===== src/rtl/bin_gray_conv_pipe.sv =====
// Binary/Gray code converter with a one-deep registered output stage and
// valid/ready handshakes on both sides. A free-running counter tracks
// completed output transfers.
// Optional feature: define BIN_GRAY_CONV_PARITY_EN to add the out_par port,
// a registered XOR-reduction of the result word.
module bin_gray_conv_pipe #(
  parameter int WIDTH = 8,
  parameter int CNT_W = 16
) (
  input  logic             clk,
  input  logic             rst,
  input  logic             in_valid,
  output logic             in_ready,
  input  logic [WIDTH-1:0] in_data,
  input  logic [1:0]       in_mode,
  output logic             out_valid,
  input  logic             out_ready,
  output logic [WIDTH-1:0] out_data,
  output logic [1:0]       out_mode,
`ifdef BIN_GRAY_CONV_PARITY_EN
  output logic             out_par,
`endif
  output logic [CNT_W-1:0] xfer_cnt
);

  logic             valid_q;
  logic [WIDTH-1:0] data_q, data_d;
  logic [1:0]       mode_q;
  logic [CNT_W-1:0] cnt_q;
  logic             in_fire, out_fire;

  // Gray code of a binary word: each bit is the XOR of itself and its upper neighbour.
  function automatic logic [WIDTH-1:0] bin2gray(input logic [WIDTH-1:0] b);
    return b ^ (b >> 1);
  endfunction

  // Binary value of a Gray word: running XOR from the MSB downwards.
  function automatic logic [WIDTH-1:0] gray2bin(input logic [WIDTH-1:0] g);
    logic [WIDTH-1:0] b;
    b[WIDTH-1] = g[WIDTH-1];
    for (int i = WIDTH - 2; i >= 0; i--) begin
      b[i] = b[i+1] ^ g[i];
    end
    return b;
  endfunction

  // The output register can take a new word when it is empty or being drained.
  assign in_ready  = !valid_q || out_ready;
  assign in_fire   = in_valid && in_ready;
  assign out_fire  = valid_q && out_ready;

  assign out_valid = valid_q;
  assign out_data  = data_q;
  assign out_mode  = mode_q;
  assign xfer_cnt  = cnt_q;

  // Select the conversion for the incoming word; the increment wraps naturally.
  always_comb begin
    data_d = in_data;
    case (in_mode)
      2'b00:   data_d = bin2gray(in_data);
      2'b01:   data_d = gray2bin(in_data);
      2'b10:   data_d = bin2gray(gray2bin(in_data) + WIDTH'(1));
      default: data_d = in_data;
    endcase
  end

  // Output stage: load on input transfer, empty on a drain without refill, else hold.
  always_ff @(posedge clk or posedge rst) begin
    if (rst) begin
      valid_q <= 1'b0;
      data_q  <= '0;
      mode_q  <= 2'b00;
    end else if (in_fire) begin
      valid_q <= 1'b1;
      data_q  <= data_d;
      mode_q  <= in_mode;
    end else if (out_fire) begin
      valid_q <= 1'b0;
    end
  end

  // Completed output transfers, wrapping silently at the counter width.
  always_ff @(posedge clk or posedge rst) begin
    if (rst) begin
      cnt_q <= '0;
    end else if (out_fire) begin
      cnt_q <= cnt_q + CNT_W'(1);
    end
  end

`ifdef BIN_GRAY_CONV_PARITY_EN
  logic par_q;

  assign out_par = par_q;

  // Parity of the result, captured together with the result word.
  always_ff @(posedge clk or posedge rst) begin
    if (rst) begin
      par_q <= 1'b0;
    end else if (in_fire) begin
      par_q <= ^data_d;
    end
  end
`endif

endmodule


===== config.mk =====
export PLATFORM = sky130hd
export DESIGN_NAME = bin_gray_conv_pipe
export DESIGN_NICKNAME = d
export VERILOG_FILES = /design/src/rtl/bin_gray_conv_pipe.sv
export SDC_FILE = /design/constraint.sdc
export NUM_CORES = 1
export LEC_CHECK = 0
export ABC_AREA = 1
export BUFFER_PORTS_ARGS = -buffer_cell sky130_fd_sc_hd__buf_2
export CORE_UTILIZATION = 53
export CTS_CLUSTER_DIAMETER = 120
export CTS_CLUSTER_SIZE = 20
export DETAILED_ROUTE_END_ITERATION = 8
export PLACE_DENSITY = 0.79
export SLEW_MARGIN = 20
export SYNTH_ARGS = -nofsm -noshare
export SYNTH_HDL_FRONTEND = slang
export SYNTH_SLANG_ARGS = --single-unit

===== constraint.sdc =====
create_clock -name clk -period 1.5 [get_ports clk]
set_input_delay 0.075 -clock clk [delete_from_list [all_inputs] [get_ports clk]]
set_output_delay 0.075 -clock clk [all_outputs]
set_load 0.03 [all_outputs]

==> impl_metrics.toml <==
[timing]
fin_tns_setup_ns = -7.28
setup_ws_ns = -1.02
finalHoldViolations = 0
slew_headroom = 0.694
skew_ns = 0.0120
grt_setup_unrepaired = "true"
worstMarginPinSlew_ns = 0.458
fmax_ghz = 0.396
final-setup-viol-count = 8
period_share = 1.68
slew_violations = 0
finalCriticalPeriod_ns = 2.52

[worst_setup_path]
cp.arrival_ns = 2.76
cp-end-kind = "flop"
max_stage_delay_ns = 0.28
crit_fanout = 3
required_ns = 1.74
critPathKind = "in2reg"
crit_buf_inv = 7
path_cells = "buf_12 -> nand2_4 -> nand2_4 -> ha_4 -> inv_4 -> ha_4 -> inv_4 -> ha_4 -> inv_4 -> ha_4 -> inv_4 -> ha_4 -> inv_4 -> ha_4 -> inv_4 -> nand2_4 -> xor2_2 -> nand2_1 -> nand3_1 -> nand2_1 -> nand2_1 -> nand2_1"
slowest_stage = "ha_4"
crit_family = "adder cells"
worstSetupStartpointType = "primary input"

[floorplan]
fp.coreArea_sq_um = 3080
start_util = 0.566
die_h_um = 59.3
rows = 20
dieArea_sq_um = 3520
ios = 42
die_w_um = 59.3

[synthesis]
netlist_instances = 242
synth.area.top_cells = "dfrtp_1 (39%), nand2_1 (20%), inv_1 (7.1%), nand3_1 (5.7%), ha_1 (5.0%)"
syn_area_sq_um = 1740
ys_seq_elements = 27
yosys_warnings = 0
yosysTopAreaCellShare = 0.388
async_flop_share = 1.00
yosys-top-cells-count = "nand2_1 (94), inv_1 (33), dfrtp_1 (27)"
synth_top_area_cell = "dfrtp_1"
syn_area_per_cell_sq_um = 7.20
syn_nets = 263
synth_edf_count = 0
synth_cell_types = 19
synth_most_common_cell = "nand2_1"
yosysSeqAreaShare = 0.388
ys.flop_type = "dfrtp_1"

[grt]
grt_max_degree = 28
grt_pass1_vias = 1671
antenna_found_initial = 0
track_usage = 0.259
grt_overflow_total = 0
grt_first_pass_wirelength_um = 6870

[clock_tree]
insertion_delay_ns = 0.34
path_clk_slew_ns = 0.15
clock-sinks = 27
root_buffer = "clkbuf_4"
tritoncts = "done"
cts.htree.levels = 1
clock_path_buffers = 2
cts_buffers = 3

[routing]
wirelength_um = 4950
final_antenna_net_count = 0
viasPerCell = 5.18
drc_errors = 0
vias = 1906
drtIter0Drc = 158
detail_route.first_pass.iterations = 4
post_drt_wl_per_cell_um = 13.5

[layout]
antenna_cells = 0
final_core_util = 0.845
nets = 346
area_delta_synth_final_pct = 49.2
drive_gt1_frac = 0.389
stdcell_count = 368

[placement]
hpwl_um = 3270
placed_cells = 350
gp_congestion = 0.922
portBuffers = 41

[power]
vdd_drop_max_v = 0.000677
p_per_area_nw_per_um2 = 1080
leakagePower_nw = 1.43
power_mw = 2.81

[status]
status = "complete, but fails checks"
violations = "negative setup slack"

[run]
maxCapViolCount = 0

[worst_hold_path]
hold_path.class = "in2reg"
sequential cells by signal (all words and copies together) (netlist names):
name       cells
out_data       8
xfer_cnt      16
out_mode       2
out_valid      1
repair_timing:
action	in CTS	in global routing
resized for setup	16	20
setup endpoints to repair	8	13
pin swaps	15	24
setup buffers	5	8
hold buffers	2	0
endpoints found under the hold margin	28	0
path summary, 6_finish.rpt:
path / from / endpoint / slack, ns / cells after the start
hold reg to reg: out_data[1] / out_data[1] / 0.49 / 2
hold / removal: out_ready / out_valid / 0.01 / 4
setup reg to reg: xfer_cnt[0] / xfer_cnt[14] / 0.04 / 8
setup / recovery: in_data[7] / out_data[2] / -1.02 / 22
max in group asynchronous: rst / xfer_cnt[0] / 0.91 / 4
min in group asynchronous: rst / xfer_cnt[6] / 0.32 / 4
stage by stage:
step	instance area, sq um	setup slack [ns]	hold slack [ns]
floorplan	1880	-1.17	0.128
global placement	2310	-1.44	0.145
detailed placement	2310	-1.50	0.163
CTS	2460	-0.965	0.0154
global route	2600	-1.13	0.0142
finish	2600	-1.02	0.0148
cells by family (layout without fill, tap and decap cells):
group                    Yosys count  after routing  share of synthesized area
XOR/XNOR                          16             16                     0.0804
AND/OR/NAND/NOR                  134            134                      0.332
flip-flops                        27             27                      0.388
buffers and inverters             35            117                     0.0768
AO/OA/AOI/OAI                     23             23                     0.0732
adder cells (fa/ha/maj)            7              7                     0.0502
power breakdown:
| group | switching (mW) | total, mW | internal (mW) |
|---|---|---|---|
| sequential | 0.121 | 0.981 | 0.860 |
| clock | 0.221 | 0.323 | 0.103 |
| combinational | 0.891 | 1.51 | 0.616 |
| total | 1.23 | 2.81 | 1.58 |
final cells by class:
cell class	instances	area [sq um]
Sequential cell	27	678
Tap cell	44	55.1
Multi-Input combinational cell	180	1140
Inverter	33	156
Clock inverter	1	7.51
Clock buffer	3	22.5
Fill cell	186	478
Timing Repair Buffer	80	537
tightest hold or removal path, delay by kind of cell:
| kind | cells | cell delay (ns) |
|---|---|---|
| buffers and inverters | 2 | 0.15 |
| AND/OR/NAND/NOR | 2 | 0.11 |
cells in the final DEF (no fill, tap or decap), types with 3 or more instances in the layout:
cell type	n
nand2_1	87
buf_2	39
buf_4	36
inv_1	25
dfrtp_1	25
nand3_1	16
nor2_1	8
xor2_1	7
xnor2_1	7
a21oi_1	7
ha_4	7
inv_4	6
nand2_2	4
nand3_2	4
o21ai_0	4
o211ai_1	4
nor2_4	3
nand4_1	3
a21oi_2	3
nand2_4	3
clkbuf_4	3
metal layers:
layer | up-vias | global-route usage | share of wire
met5 | - | 0 | 0
met4 | 0 | 0.0884 | 0.030
met3 | 15 | 0.0480 | 0.066
met2 | 86 | 0.427 | 0.50
met1 | 874 | 0.342 | 0.40
li1 | 931 | - | -
No activity file was read; power rests on OpenSTA's default activity.
